**src/rtl/b_cache_wr_seq_pkg.sv**
```systemverilog
// Shared definitions for the B-cache write sequencer and the B-cache din mapper.
// Holds the operation encodings, the mapper select codes, and the per-op
// sequence length, write window and pipeline depth.
package b_cache_wr_seq_pkg;

    typedef enum logic [2:0] {
        OP_PRD   = 3'd0,
        OP_NEW   = 3'd1,
        OP_UPD   = 3'd2,
        OP_XPOSE = 3'd3,
        OP_INV   = 3'd4,
        OP_CHI   = 3'd5
    } op_e;

    // Mapper select codes; the din mapper decodes the same values.
    localparam logic [3:0] Bca_IDLE  = 4'b0000;
    localparam logic [3:0] Bca_PRD   = 4'b1101;
    localparam logic [3:0] Bca_NEW   = 4'b1110;
    localparam logic [3:0] Bca_UPD   = 4'b1111;
    localparam logic [3:0] Bca_XPOSE = 4'b1001;
    localparam logic [3:0] Bca_INV   = 4'b1010;
    localparam logic [3:0] Bca_CHI   = 4'b1011;

    // Final sequence step and write window [WF, WL] per fixed-length op.
    // TRANSPOSE takes its final step and window end from the request length.
    localparam logic [3:0] LAST_PRD = 4'd5;
    localparam logic [3:0] LAST_NEW = 4'd6;
    localparam logic [3:0] LAST_UPD = 4'd7;
    localparam logic [3:0] LAST_INV = 4'd9;
    localparam logic [3:0] LAST_CHI = 4'd11;

    localparam logic [3:0] WF_PRD   = 4'd1;
    localparam logic [3:0] WF_NEW   = 4'd1;
    localparam logic [3:0] WF_UPD   = 4'd1;
    localparam logic [3:0] WF_XPOSE = 4'd1;
    localparam logic [3:0] WF_INV   = 4'd7;
    localparam logic [3:0] WF_CHI   = 4'd10;

    localparam logic [3:0] WL_PRD   = 4'd5;
    localparam logic [3:0] WL_NEW   = 4'd6;
    localparam logic [3:0] WL_UPD   = 4'd7;
    localparam logic [3:0] WL_INV   = 4'd9;
    localparam logic [3:0] WL_CHI   = 4'd11;

    // Cycles from a sequence step to its write strobe.
    localparam int D_STD   = 1;
    localparam int D_XPOSE = 2;
    localparam int D_MAX   = 2;

    typedef struct packed {
        logic       legal;
        logic [3:0] sel;
        logic [3:0] last;
        logic [3:0] wf;
        logic [3:0] wl;
    } op_cfg_t;

    function automatic op_cfg_t op_cfg(input logic [2:0] op);
        op_cfg_t c;
        c = '0;
        case (op)
            OP_PRD:   c = '{legal: 1'b1, sel: Bca_PRD,   last: LAST_PRD, wf: WF_PRD,   wl: WL_PRD};
            OP_NEW:   c = '{legal: 1'b1, sel: Bca_NEW,   last: LAST_NEW, wf: WF_NEW,   wl: WL_NEW};
            OP_UPD:   c = '{legal: 1'b1, sel: Bca_UPD,   last: LAST_UPD, wf: WF_UPD,   wl: WL_UPD};
            OP_XPOSE: c = '{legal: 1'b1, sel: Bca_XPOSE, last: 4'd0,     wf: WF_XPOSE, wl: 4'd0};
            OP_INV:   c = '{legal: 1'b1, sel: Bca_INV,   last: LAST_INV, wf: WF_INV,   wl: WL_INV};
            OP_CHI:   c = '{legal: 1'b1, sel: Bca_CHI,   last: LAST_CHI, wf: WF_CHI,   wl: WL_CHI};
            default:  c = '0;
        endcase
        return c;
    endfunction

endpackage

```
**src/rtl/b_cache_wr_seq_delay_line.sv**
```systemverilog
// seq_delay_line: fixed-depth shift register with every stage exposed.
// Carries the write strobe/address/last flag from the sequencing stage to the
// B-cache write port; the parent picks the tap matching the op's latency.
// Ports:
//   clk    - clock
//   rst_n  - asynchronous active-low reset, clears every stage
//   din    - word entering stage 0
//   taps   - taps[i] is din delayed by i+1 cycles
module seq_delay_line #(
    parameter int W     = 1,
    parameter int DEPTH = 2
) (
    input  logic                      clk,
    input  logic                      rst_n,
    input  logic [W-1:0]              din,
    output logic [DEPTH-1:0][W-1:0]   taps
);

    always_ff @(posedge clk or negedge rst_n) begin
        if (!rst_n) begin
            taps <= '0;
        end else begin
            taps[0] <= din;
            for (int i = 1; i < DEPTH; i++) begin
                taps[i] <= taps[i-1];
            end
        end
    end

endmodule

```
**src/rtl/b_cache_wr_seq.sv**
```systemverilog
// b_cache_wr_seq: write sequencer for the B-cache input path.
// Takes one operation request at a time, steps the din mapper through it via
// B_cache_in_sel/seq_cnt_out, issues TB-buffer reads for transposes, and
// produces the B-cache write strobe/address aligned with the mapper output.
//
// state | meaning
// IDLE  | ready for a request; select and step counter at 0
// RUN   | seq_cnt_out stepping 1..LAST, select holds the op code
// DRAIN | seq_cnt_out = 0, waiting D cycles for the last write to emerge
//
// Ports:
//   clk, sys_rst_n            - clock, asynchronous active-low reset
//   req_vld/req_rdy           - request handshake (req_rdy high only in IDLE)
//   req_op, req_base_addr,
//   req_src_addr, req_len     - request fields, latched at the handshake
//   B_cache_in_sel,
//   seq_cnt_out               - din mapper steering
//   tb_rd_en, tb_rd_addr      - TB-buffer read port (transpose only)
//   B_cache_wea, B_cache_addra- B-cache write port
//   done                      - pulse with the final write
//   err                       - pulse one cycle after an illegal request
module b_cache_wr_seq
    import b_cache_wr_seq_pkg::*;
#(
    parameter int SEQ_CNT_DW = 10,
    parameter int ADDR_W     = 8
) (
    input  logic                  clk,
    input  logic                  sys_rst_n,
    input  logic                  req_vld,
    input  logic [2:0]            req_op,
    input  logic [ADDR_W-1:0]     req_base_addr,
    input  logic [ADDR_W-1:0]     req_src_addr,
    input  logic [SEQ_CNT_DW-1:0] req_len,
    output logic                  req_rdy,
    output logic [3:0]            B_cache_in_sel,
    output logic [SEQ_CNT_DW-1:0] seq_cnt_out,
    output logic                  tb_rd_en,
    output logic [ADDR_W-1:0]     tb_rd_addr,
    output logic                  B_cache_wea,
    output logic [ADDR_W-1:0]     B_cache_addra,
    output logic                  done,
    output logic                  err
);

    typedef enum logic [1:0] {S_IDLE, S_RUN, S_DRAIN} state_e;

    localparam int DLW = ADDR_W + 2;

    state_e                state_q, state_d;
    logic [SEQ_CNT_DW-1:0] seq_q, seq_d;
    logic [3:0]            sel_q, sel_d;
    logic                  rd_en_q, rd_en_d;
    logic [ADDR_W-1:0]     rd_addr_q, rd_addr_d;
    logic                  err_q, err_d;
    logic [ADDR_W-1:0]     base_q, base_d;
    logic [SEQ_CNT_DW-1:0] wf_q, wf_d;
    logic [SEQ_CNT_DW-1:0] wl_q, wl_d;
    logic [SEQ_CNT_DW-1:0] last_q, last_d;
    logic                  deep_q, deep_d;
    logic [1:0]            drain_q, drain_d;

    op_cfg_t               cfg;
    logic                  is_xpose;

    always_ff @(posedge clk or negedge sys_rst_n) begin
        if (!sys_rst_n) begin
            state_q   <= S_IDLE;
            seq_q     <= '0;
            sel_q     <= Bca_IDLE;
            rd_en_q   <= 1'b0;
            rd_addr_q <= '0;
            err_q     <= 1'b0;
            base_q    <= '0;
            wf_q      <= '0;
            wl_q      <= '0;
            last_q    <= '0;
            deep_q    <= 1'b0;
            drain_q   <= '0;
        end else begin
            state_q   <= state_d;
            seq_q     <= seq_d;
            sel_q     <= sel_d;
            rd_en_q   <= rd_en_d;
            rd_addr_q <= rd_addr_d;
            err_q     <= err_d;
            base_q    <= base_d;
            wf_q      <= wf_d;
            wl_q      <= wl_d;
            last_q    <= last_d;
            deep_q    <= deep_d;
            drain_q   <= drain_d;
        end
    end

    always_comb begin
        state_d   = state_q;
        seq_d     = seq_q;
        sel_d     = sel_q;
        rd_en_d   = rd_en_q;
        rd_addr_d = rd_addr_q;
        err_d     = 1'b0;
        base_d    = base_q;
        wf_d      = wf_q;
        wl_d      = wl_q;
        last_d    = last_q;
        deep_d    = deep_q;
        drain_d   = drain_q;
        cfg       = op_cfg(req_op);
        is_xpose  = (req_op == OP_XPOSE);

        case (state_q)
            S_IDLE: begin
                seq_d   = '0;
                sel_d   = Bca_IDLE;
                rd_en_d = 1'b0;
                if (req_vld) begin
                    // A zero-length transpose has nothing to write, so it is
                    // rejected the same way as an unknown opcode.
                    if (!cfg.legal || (is_xpose && req_len == '0)) begin
                        err_d = 1'b1;
                    end else begin
                        state_d   = S_RUN;
                        seq_d     = SEQ_CNT_DW'(1);
                        sel_d     = cfg.sel;
                        base_d    = req_base_addr;
                        wf_d      = SEQ_CNT_DW'(cfg.wf);
                        wl_d      = is_xpose ? req_len : SEQ_CNT_DW'(cfg.wl);
                        last_d    = is_xpose ? req_len : SEQ_CNT_DW'(cfg.last);
                        deep_d    = is_xpose;
                        rd_en_d   = is_xpose;
                        rd_addr_d = req_src_addr;
                    end
                end
            end
            S_RUN: begin
                if (seq_q == last_q) begin
                    state_d   = S_DRAIN;
                    seq_d     = '0;
                    rd_en_d   = 1'b0;
                    rd_addr_d = '0;
                    drain_d   = deep_q ? 2'(D_XPOSE - 1) : 2'(D_STD - 1);
                end else begin
                    seq_d     = seq_q + SEQ_CNT_DW'(1);
                    rd_addr_d = rd_addr_q + ADDR_W'(1);
                end
            end
            S_DRAIN: begin
                if (drain_q == '0) begin
                    state_d = S_IDLE;
                    sel_d   = Bca_IDLE;
                end else begin
                    drain_d = drain_q - 2'd1;
                end
            end
            default: state_d = S_IDLE;
        endcase
    end

    // Write stage: derived from the registered step, then delayed by D.
    logic                  wea_s;
    logic                  last_s;
    logic [SEQ_CNT_DW-1:0] off_s;
    logic [ADDR_W-1:0]     addr_s;
    logic [D_MAX-1:0][DLW-1:0] taps;
    logic [DLW-1:0]        tap_sel;

    always_comb begin
        wea_s  = (state_q == S_RUN) && (seq_q >= wf_q) && (seq_q <= wl_q);
        last_s = (state_q == S_RUN) && (seq_q == last_q);
        off_s  = seq_q - wf_q;
        addr_s = wea_s ? (base_q + ADDR_W'(off_s)) : '0;
    end

    seq_delay_line #(
        .W     (DLW),
        .DEPTH (D_MAX)
    ) u_delay (
        .clk   (clk),
        .rst_n (sys_rst_n),
        .din   ({wea_s, last_s, addr_s}),
        .taps  (taps)
    );

    assign tap_sel = deep_q ? taps[D_XPOSE-1] : taps[D_STD-1];

    assign req_rdy        = (state_q == S_IDLE);
    assign B_cache_in_sel = sel_q;
    assign seq_cnt_out    = seq_q;
    assign tb_rd_en       = rd_en_q;
    assign tb_rd_addr     = rd_addr_q;
    assign err            = err_q;
    assign B_cache_wea    = tap_sel[DLW-1];
    assign done           = tap_sel[DLW-2];
    assign B_cache_addra  = tap_sel[ADDR_W-1:0];

endmodule

```
**config.mk**
```make
export PLATFORM = sky130hd
export DESIGN_NAME = b_cache_wr_seq
export DESIGN_NICKNAME = d
export VERILOG_FILES = /design/src/rtl/b_cache_wr_seq_pkg.sv /design/src/rtl/b_cache_wr_seq_delay_line.sv /design/src/rtl/b_cache_wr_seq.sv
export SDC_FILE = /design/constraint.sdc
export NUM_CORES = 1
export LEC_CHECK = 0
export ABC_AREA = 0
export BUFFER_PORTS_ARGS = -buffer_cell sky130_fd_sc_hd__buf_2
export CAP_MARGIN = 20
export CORE_ASPECT_RATIO = 0.9
export CORE_UTILIZATION = 45
export DETAILED_ROUTE_END_ITERATION = 10
export PLACE_DENSITY = 0.7
export SYNTH_ARGS = -nofsm -noshare
export SYNTH_HDL_FRONTEND = slang
export SYNTH_SLANG_ARGS = --single-unit
```
**constraint.sdc**
```tcl
create_clock -name clk -period 2.85 [get_ports clk]
set_input_delay 0.4275 -clock clk [delete_from_list [all_inputs] [get_ports clk]]
set_output_delay 0.4275 -clock clk [all_outputs]
set_load 0.02 [all_outputs]
```
==> impl_metrics.py, run 1 <==
metrics = {
    "outcome": {
        "status": "completed",
    },
    "synth": {
        "syn-num-nets": 458,
        "avgSynthCellArea_um2": 10.1,
        "async_reset_ff_share_pct": 100,
        "netlist_area_um2": 3970,
        "ys_ff_latch": 71,
        "synth_cell_types": 57,
        "yosys_warnings": 0,
        "synth_flop_cell": "dfrtp_1",
        "synth-edff-count": 0,
        "synth_cells": 394,
        "synth.yosys.seq_area_share_pct": 44.8,
    },
    "worst_setup_path": {
        "slowest_stage": "fa_1",
        "cpPeakStageDelay_ps": 540,
        "r2r_cells": 9,
        "critPathArrivalTime_ps": 2740,
        "worstPathCellList": "inv_1 -> fa_1 -> inv_1 -> ha_1 -> a21o_1 -> a21oi_1 -> and4b_1 -> a21oi_1 -> a21oi_1",
        "reg2reg_from": "seq_cnt_out[2]$_DFFE_PN0P_",
        "required_ps": 3070,
        "cp-start-kind": "flip-flop",
        "path_common_cell": "a21oi_1",
        "r2r_end": "u_delay.taps[6]$_DFF_PN0_",
        "path_class": "flip-flop to flip-flop",
        "rrSetupSlack_ps": 330,
        "cp-end-kind": "flip-flop",
        "cp_max_fo": 8,
    },
    "detailed_routing": {
        "vias_per_cell": 5.37,
        "drc": 0,
        "drt-initial-drc-count": 191,
        "drt-total-wl_um": 9000,
        "wl_met1_um": 4160,
        "drtAntennaViolNets": 0,
        "dr.pass1.iters": 5,
        "detailroute.wirelength.met2_um": 4130,
        "routedWlPerCell_um": 15.3,
        "vias": 3169,
        "wl_met3_um": 500,
        "top_layer": "met4",
    },
    "grt": {
        "grt_pass1_wl_um": 14900,
        "antenna_found_initial": 0,
        "grt_pass1_vias": 3068,
        "grt_overflow_total": 0,
        "grt_usage_pct": 21.2,
        "grt_max_degree": 43,
    },
    "placement": {
        "port_buffers": 66,
        "place_congestion": 0.864,
        "place_hpwl_um": 6720,
    },
    "floorplan": {
        "rows": 32,
        "initial_core_util_pct": 46.3,
        "die_w_um": 101,
        "core-area_um2": 8570,
        "dieArea_um2": 9190,
        "die_y_um": 91.1,
        "ioPinCount": 67,
    },
    "timing": {
        "fin_crit_sh_pct": 88.5,
        "hold_viol_final": 0,
        "drv_slew": 0,
        "worst_slew_pin_slew_ps": 701,
        "post-route-min-period_ps": 2520,
        "slew_headroom_pct": 53.3,
        "rsz0062_at_grt": "no",
        "finalSetupTns_ps": 0,
        "finalSetupViolations": 0,
        "finClkSkew_ps": 11.4,
        "fmax_mhz": 396,
    },
    "cts": {
        "clk_path_buf_depth": 2,
        "cts_resized": 0,
        "insertion_delay_ps": 350,
        "numCtsBuffers": 9,
        "clk_pin_slew_ps": 80,
        "cts_num_sinks": 71,
        "htreeDepth": 3,
        "root_buffer": "clkbuf_8",
        "tritoncts": "yes",
        "cts_setup_buffers": 0,
        "hold_buffers": 0,
    },
    "run": {
        "max_cap_violations": 0,
    },
    "layout": {
        "multi_input_area_um2": 1910,
        "final_cell_mix": "71 x dfrtp_1, 66 x buf_2, 56 x inv_1",
        "utilization_pct": 54.7,
        "mostFrequentLayoutCell": "dfrtp_1",
        "num-fill-cells": 794,
        "layout.nets": 530,
        "area_delta_synth_final_pct": 18.2,
        "drive_gt1_share_pct": 23.8,
        "regArea_um2": 1780,
        "n_antenna_cell": 0,
    },
    "power": {
        "p_leak_nw": 2.37,
        "pwr_density_cell_nw_per_um2": 1180,
        "worst_ir_drop_vdd_mv": 0.541,
    },
    "hold_path": {
        "hold_path.class": "primary input to asynchronous set/reset pin",
    },
}
[metrics by stage]
step / total power, W / hold slack [ps] / area [um2] / setup slack (ps) / instances
3_3_place_gp: 0.00437 / 358 / 4430 / 475 / 574
6_report: 0.00553 / 114 / 4690 / 327 / 590
5_1_grt: 0.00597 / 183 / 4690 / 155 / 590
4_1_cts: 0.00554 / 133 / 4690 / 362 / 590
2_1_floorplan: 0.00369 / 132 / 3970 / 303 / 394
3_5_place_dp: 0.00450 / 359 / 4430 / 362 / 574
[cell usage after synthesis (all sizes together), types with 2 or more instances]
library cell   n  area, um2
a21oi         22        110
a311oi         2       17.5
inv           57        214
nand4          6       43.8
nand2b         4       25.0
nand3         13       77.6
mux2          20        225
a21o           6       45.0
and3           3       18.8
a211oi         2       15.0
a31oi          3       18.8
clkbuf         3       11.3
nor4           3       40.0
o31ai          4       43.8
nand2         25       93.8
nor3          10       55.1
buf            8       56.3
nor3b          4       30.0
dfrtp         71       1780
fa             4       80.1
ha            28        350
o22ai          5       31.3
xnor2          6       52.6
o21ai         29        145
a22o           7       61.3
nor2          24       90.1
xor2           5       43.8
nor2b          2       12.5
[critical path, delay by kind of cell, from the launching register on]
family | cells | cell delay (ps)
fa+ha+maj | 2 | 880
buf+inv | 2 | 160
simple gates | 1 | 230
compound gates | 4 | 650
flops | 1 | 480
[where the power goes]
part / switching [W] / internal (W)
combinational: 0.00175 / 0.00116
clock: 0.000401 / 0.000611
sequential: 0.000274 / 0.00134
[logic make-up after synthesis]
family / Yosys count / share of synthesized area (%)
AOI/OAI and AO/OA: 90 / 15.1
xor gates and xnor gates: 11 / 2.43
adders and majority gates: 32 / 10.9
buffers and inverters: 68 / 7.10
DFF: 71 / 44.8
muxes: 21 / 5.93
and+or+nand+nor: 101 / 13.8
[per-layer routing]
metal	GRT usage [%]	up-vias
li1	-	1515
met1	29.7	1530
met2	32.9	104
met3	2.93	20
met4	8.94	0
met5	0	-
[registers in the layout (all words and copies together) (netlist names)]
| signal | cells |
|---|---|
| B_cache_in_sel | 4 |
| base_q | 8 |
| deep_q | 1 |
| drain_q | 2 |
| err | 1 |
| seq_cnt_out | 10 |
| state_q | 2 |
| tb_rd_addr | 8 |
| tb_rd_en | 1 |
| u_delay.taps | 20 |
| wf_q | 4 |
| wl_q | 10 |
[cell type report]
type                            instances  area share, %
Clock buffer                           10           2.94
Clock inverter                          6           2.46
Inverter                               57           4.56
Multi-Input combinational cell        255           40.7
Sequential cell                        71           37.9
Tap cell                              119           3.18
Timing Repair Buffer                   72           8.28
[worst max-delay path by stage]
stage	depth (start not counted)	start	endpoint
floorplan	9	seq_cnt_out[1]$_DFFE_PN0P_	u_delay.taps[6]$_DFF_PN0_
global placement	9	seq_cnt_out[2]$_DFFE_PN0P_	u_delay.taps[6]$_DFF_PN0_
detailed placement	9	seq_cnt_out[2]$_DFFE_PN0P_	u_delay.taps[6]$_DFF_PN0_
finish	9	seq_cnt_out[2]$_DFFE_PN0P_	u_delay.taps[6]$_DFF_PN0_
CTS	9	seq_cnt_out[2]$_DFFE_PN0P_	u_delay.taps[6]$_DFF_PN0_
global route	9	seq_cnt_out[2]$_DFFE_PN0P_	u_delay.taps[6]$_DFF_PN0_
(Power assumes the default switching activity.)
==> run 2: changes to the inputs <==
Settings changed: PLACE_DENSITY 0.7 to 0.64.
==> run 2 against run 1 <==
- count of clock-buffer cells in the layout down 1
- critical path depth unchanged
- core utilization down 0.95 points
- sequential cell count unchanged
- highest routed layer unchanged
- sequential share of layout area up 0.67 points
- worst hold slack better by 43 ps
- register-to-register slack better by 40 ps
==> impl_metrics.py, run 2 (same netlist as run 1, synthesis figures left out) <==
metrics = {
    "outcome": {
        "status": "completed",
    },
    "layout": {
        "largest_register_ffs": 20,
        "mostFrequentLayoutCell": "dfrtp_1",
        "drive_gt1_share_pct": 23.9,
        "fin_cells": 591,
        "post-route-cell-area_um2": 4610,
        "top_register": "u_delay.taps",
        "final_cell_mix": "71 x dfrtp_1, 66 x buf_2, 56 x inv_1",
        "n_antenna_cell": 0,
        "utilization_pct": 53.8,
        "layout.nets": 531,
        "area_delta_synth_final_pct": 16.2,
    },
    "grt": {
        "grt_pass1_vias": 3070,
        "grt_pass1_wl_um": 15000,
        "grt_max_degree": 38,
        "grt_usage_pct": 21.0,
        "top_usage_layer": "met2",
        "met2_usage_pct": 32.6,
        "grtUsageMet3_pct": 4.46,
        "grtUsageMet1_pct": 29.3,
        "grt_overflow_total": 0,
        "antenna_found_initial": 0,
    },
    "power": {
        "worst_ir_drop_vdd_mv": 0.434,
        "p_leak_nw": 2.34,
        "pwr_density_cell_nw_per_um2": 1110,
    },
    "cts": {
        "clk_pin_slew_ps": 80,
        "numCtsBuffers": 9,
        "cts_resized": 0,
        "tritoncts": "yes",
        "root_buffer": "clkbuf_8",
        "htreeDepth": 3,
        "clk_path_buf_depth": 2,
        "cts_num_sinks": 71,
        "insertion_delay_ps": 350,
        "cts_setup_buffers": 0,
        "hold_buffers": 0,
    },
    "worst_setup_path": {
        "path_class": "flip-flop to flip-flop",
        "slowest_stage": "fa_1",
        "r2r_end": "u_delay.taps[6]$_DFF_PN0_",
        "cp_max_fo": 8,
        "critPathArrivalTime_ps": 2690,
        "cp-start-kind": "flip-flop",
        "critical_path.top_delay_family": "adder cells",
        "crit_buf_inv": 2,
        "reg2reg_from": "seq_cnt_out[2]$_DFFE_PN0P_",
        "path_common_cell": "a21oi_1",
        "required_ps": 3060,
        "r2r_cells": 9,
        "cp-end-kind": "flip-flop",
        "worstPathCellList": "inv_1 -> fa_1 -> inv_1 -> ha_1 -> a21o_1 -> a21oi_1 -> and4b_1 -> a21oi_1 -> a21oi_1",
        "cpPeakStageDelay_ps": 540,
        "rrSetupSlack_ps": 370,
    },
    "timing": {
        "finalSetupViolations": 0,
        "hold_viol_final": 0,
        "finalSetupTns_ps": 0,
        "post-route-min-period_ps": 2480,
        "finClkSkew_ps": 13.2,
        "fmax_mhz": 403,
        "rsz0062_at_grt": "no",
        "drv_slew": 0,
        "worst_slew_pin_slew_ps": 798,
        "slew_headroom_pct": 46.8,
        "fin_crit_sh_pct": 87.0,
    },
    "floorplan": {
        "dieArea_um2": 9190,
        "initial_core_util_pct": 46.3,
        "core-area_um2": 8570,
        "die_y_um": 91.1,
        "rows": 32,
        "die_w_um": 101,
        "ioPinCount": 67,
    },
    "detailed_routing": {
        "dr.pass1.iters": 4,
        "vias_per_cell": 5.17,
        "drc": 0,
        "drtAntennaViolNets": 0,
        "routedWlPerCell_um": 14.7,
        "drt-initial-drc-count": 153,
        "vias": 3057,
        "drt-total-wl_um": 8660,
    },
    "placement": {
        "placed_area_um2": 4440,
        "placedCellCount": 575,
        "place_hpwl_um": 6590,
        "place_congestion": 0.860,
        "port_buffers": 66,
    },
    "run": {
        "max_cap_violations": 0,
    },
    "hold_path": {
        "hold_path.class": "primary input to asynchronous set/reset pin",
    },
}
[run 2: cell count changes in the layout (fill, tap and decap cells not counted)]
cell and change:
buf_4 +1, bufinv_16 -3, clkbuf_8 -1, clkinv_2 +5, clkinvlp_4 +1, inv_6 -2
[run 2: power breakdown]
group	switching, W	leakage, nW	internal (W)
sequential	0.000270	0.926	0.00134
clock	0.000381	0.0846	0.000307
combinational	0.00165	1.32	0.00114
[run 2: layer usage]
layer,part of all wire [%],vias to the layer above
li1,-,1509
met1,50,1477
met2,46,65
met3,3.3,6
met4,0.90,0
met5,0,-
[run 2: cell type report]
type | count | area (um2)
multi-input cells | 255 | 1910
well taps | 119 | 149
clock buffers | 9 | 124
fillers | 815 | 3960
flip-flops and latches | 71 | 1780
repair buffers | 73 | 395
clock inverters | 7 | 40.0
inverters | 57 | 214
[run 2: how the worst max path moves through the flow]
stage | start | to | slack [ps] | cells past startpoint
after global placement | seq_cnt_out[2]$_DFFE_PN0P_ | u_delay.taps[6]$_DFF_PN0_ | 450 | 9
after CTS | seq_cnt_out[2]$_DFFE_PN0P_ | u_delay.taps[6]$_DFF_PN0_ | 390 | 9
after global routing | seq_cnt_out[2]$_DFFE_PN0P_ | u_delay.taps[6]$_DFF_PN0_ | 200 | 9
after floorplan | seq_cnt_out[1]$_DFFE_PN0P_ | u_delay.taps[6]$_DFF_PN0_ | 300 | 9
after detailed placement | seq_cnt_out[2]$_DFFE_PN0P_ | u_delay.taps[6]$_DFF_PN0_ | 400 | 9
final | seq_cnt_out[2]$_DFFE_PN0P_ | u_delay.taps[6]$_DFF_PN0_ | 370 | 9
[run 2: stage by stage]
| stage | total power (W) | setup WS (ps) | hold WS (ps) |
|---|---|---|---|
| 6_report | 0.00509 | 370 | 158 |
| 3_5_place_dp | 0.00444 | 401 | 363 |
| 2_1_floorplan | 0.00369 | 303 | 132 |
| 4_1_cts | 0.00514 | 386 | 175 |
| 3_3_place_gp | 0.00436 | 451 | 356 |
| 5_1_grt | 0.00562 | 202 | 208 |
==> run 3: changes to the inputs <==
Settings changed: ABC_AREA 0 to 1, CTS_CLUSTER_SIZE set to 20.
==> run 3 against run 2 <==
- die area rose by 1.9%
- count of clock-buffer cells in the layout increased by 1
- non-clock buffer count fell by 4
- critical path type unchanged
==> impl_metrics.py, run 3 <==
metrics = {
    "grt": {
        "antenna_found_initial": 0,
        "grt_pass1_vias": 3179,
        "grt_usage_pct": 21.2,
        "grt_pass1_wl_um": 15100,
        "grt_max_degree": 45,
        "grt_overflow_total": 0,
    },
    "layout": {
        "fin_cells": 692,
        "layout.nets": 632,
        "drive_gt1_share_pct": 19.7,
        "top_register": "u_delay.taps",
        "largest_register_ffs": 20,
        "final_cell_mix": "138 x nand2_1, 74 x inv_1, 71 x dfrtp_1",
        "area_delta_synth_final_pct": 16.0,
        "mostFrequentLayoutCell": "nand2_1",
        "num-fill-cells": 851,
        "n_antenna_cell": 0,
    },
    "floorplan": {
        "die_y_um": 91.9,
        "rows": 32,
        "initial_core_util_pct": 46.7,
        "die_w_um": 102,
        "ioPinCount": 67,
        "core-area_um2": 8650,
        "dieArea_um2": 9360,
    },
    "cts": {
        "clk_path_buf_depth": 2,
        "insertion_delay_ps": 360,
        "cts_resized": 0,
        "hold_buffers": 0,
        "cts_num_sinks": 71,
        "cts_setup_buffers": 0,
        "htreeDepth": 3,
        "numCtsBuffers": 9,
        "clk_pin_slew_ps": 80,
        "root_buffer": "clkbuf_8",
        "tritoncts": "yes",
    },
    "synth": {
        "synth_area_leaders": "dfrtp_1 44%, nand2_1 13%, ha_1 8.7%, inv_1 6.9%, nand3_1 3.6%",
        "yosysMostFrequentCell": "nand2_1",
        "yosys_warnings": 0,
        "synth_top_area_share_pct": 44.0,
        "synth_cell_types": 35,
        "async_reset_ff_share_pct": 100,
        "ys_ff_latch": 71,
        "syn-num-nets": 559,
        "synth_cells": 495,
        "netlist_area_um2": 4040,
        "synth_flop_cell": "dfrtp_1",
        "synth-edff-count": 0,
        "yosysTopAreaCell": "dfrtp_1",
        "synthTopCellsByCount": "138 x nand2_1, 74 x inv_1, 71 x dfrtp_1, 37 x nor2_1, 29 x nand3_1",
        "avgSynthCellArea_um2": 8.16,
        "synth.yosys.seq_area_share_pct": 44.0,
    },
    "power": {
        "finalPower_w": 0.00327,
        "pwr_density_cell_nw_per_um2": 697,
        "p_seq_share_pct": 40.5,
        "clock_power_share_pct": 23.0,
        "p_leak_nw": 2.54,
        "p_sw_share_pct": 39.4,
        "power_frac_comb_pct": 36.5,
        "p_int_w": 0.00198,
        "worst_ir_drop_vdd_mv": 0.342,
        "p_sw_w": 0.00129,
    },
    "worst_setup_path": {
        "reg2reg_from": "seq_cnt_out[2]$_DFFE_PN0P_",
        "required_ps": 3100,
        "r2r_end": "u_delay.taps[5]$_DFF_PN0_",
        "cp-start-kind": "flip-flop",
        "path_class": "flip-flop to flip-flop",
        "rrSetupSlack_ps": 460,
        "cp-end-kind": "flip-flop",
        "cpPeakStageDelay_ps": 540,
        "r2r_cells": 9,
        "worstPathCellList": "inv_1 -> fa_1 -> inv_1 -> ha_1 -> a21oi_1 -> nand2_1 -> a21oi_1 -> xor2_1 -> nor2_1",
        "critPathLaunch": "seq_cnt_out[2]$_DFFE_PN0P_",
        "timing.critical_path.to": "u_delay.taps[5]$_DFF_PN0_",
        "cp_max_fo": 6,
        "slowest_stage": "fa_1",
        "critPathArrivalTime_ps": 2640,
    },
    "timing": {
        "hold_viol_final": 0,
        "finalSetupTns_ps": 0,
        "worst_slew_pin_slew_ps": 627,
        "fin_crit_sh_pct": 84.0,
        "drv_slew": 0,
        "slew_headroom_pct": 58.2,
        "post-route-min-period_ps": 2390,
        "rsz0062_at_grt": "no",
        "fmax_mhz": 418,
        "finClkSkew_ps": 14.3,
        "fin_ws_ps": 455,
        "finalSetupViolations": 0,
    },
    "placement": {
        "port_buffers": 66,
        "dp_slack_ps": 516,
        "place_hpwl_um": 6650,
        "place_congestion": 0.854,
        "placedCellCount": 676,
    },
    "run": {
        "max_cap_violations": 0,
    },
    "detailed_routing": {
        "routedWlPerCell_um": 12.9,
        "drc": 0,
        "vias_per_cell": 4.85,
        "vias": 3358,
        "drt-initial-drc-count": 150,
        "dr.pass1.iters": 4,
        "drt-total-wl_um": 8960,
        "drtAntennaViolNets": 0,
    },
    "outcome": {
        "status": "completed",
    },
    "hold_path": {
        "hold_path.class": "primary input to asynchronous set/reset pin",
    },
}
==> run 3: cell count changes in the layout (fill, tap and decap cells not counted), moves of 8 or more <==
cell	delta
o21ai_2	+10
a21oi_1	-11
mux2_2	-12
nand3_1	+17
inv_1	+18
mux2_1	-8
nor2_1	+13
nand2_1	+113
==> run 3: per-stage QoR <==
stage	hold slack, ps	util [%]	area (um2)
after global placement	358	52.1	4510
final	75.7	54.2	4690
after global routing	125	54.2	4690
after detailed placement	360	52.1	4510
after floorplan	132	-	4040
after CTS	96.3	54.2	4690
==> run 3: critical path: cells and delay by family (launching register included) <==
| family | cells | cell delay [ps] |
|---|---|---|
| compound gates | 2 | 390 |
| xor+xnor | 1 | 180 |
| fa+ha+maj | 2 | 900 |
| buf+inv | 2 | 180 |
| flops | 1 | 460 |
| simple gates | 2 | 170 |
==> run 3: how the worst min path moves through the flow <==
stage / start / end / slack, ps
4_1_cts: sys_rst_n / u_delay.taps[19]$_DFF_PN0_ / 100
5_1_grt: sys_rst_n / u_delay.taps[18]$_DFF_PN0_ / 120
3_5_place_dp: u_delay.taps[7]$_DFF_PN0_ / u_delay.taps[17]$_DFF_PN0_ / 360
6_report: sys_rst_n / u_delay.taps[18]$_DFF_PN0_ / 80
2_1_floorplan: sys_rst_n / B_cache_in_sel[0]$_DFFE_PN0P_ / 130
3_3_place_gp: u_delay.taps[8]$_DFF_PN0_ / u_delay.taps[18]$_DFF_PN0_ / 360
==> run 3: layout make-up <==
type	instances	area [um2]	share of cell area, %
clock buffer	10	138	2.94
inverter	78	295	6.30
sequential	71	1780	37.9
tap	119	149	3.18
multi-input combinational	339	1920	41.0
clock inverter	6	43.8	0.934
timing repair buffer	69	365	7.79
==> run 3: metal layers <==
layer / global-route usage, % / wire length [um] / share of wire, % / up-vias
met5: 0 / 0 / 0 / -
met2: 32.6 / 3960 / 44 / 81
li1: - / - / - / 1724
met1: 28.4 / 4310 / 48 / 1533
met3: 4.65 / 471 / 5.3 / 20
met4: 9.64 / 219 / 2.4 / 0
==> run 3: kinds of logic (layout without fill, tap and decap cells) <==
kind of cell	count (synthesis)	in the layout	synth area share, %
XOR/XNOR	13	13	2.82
buffers and inverters	85	163	8.51
AO/OA/AOI/OAI	71	71	11.0
adder cells (fa/ha/maj)	32	32	10.7
AND/OR/NAND/NOR	223	223	23.1
flip-flops	71	71	44.0
==> run 3: power groups by stage <==
stage / clock network, W / logic [W] / registers, W
2_1_floorplan: 0 / 0.000812 / 0.00137
3_3_place_gp: 0 / 0.00117 / 0.00133
3_5_place_dp: 0 / 0.00118 / 0.00134
4_1_cts: 0.000772 / 0.00120 / 0.00132
5_1_grt: 0.000808 / 0.00136 / 0.00135
6_report: 0.000752 / 0.00119 / 0.00132
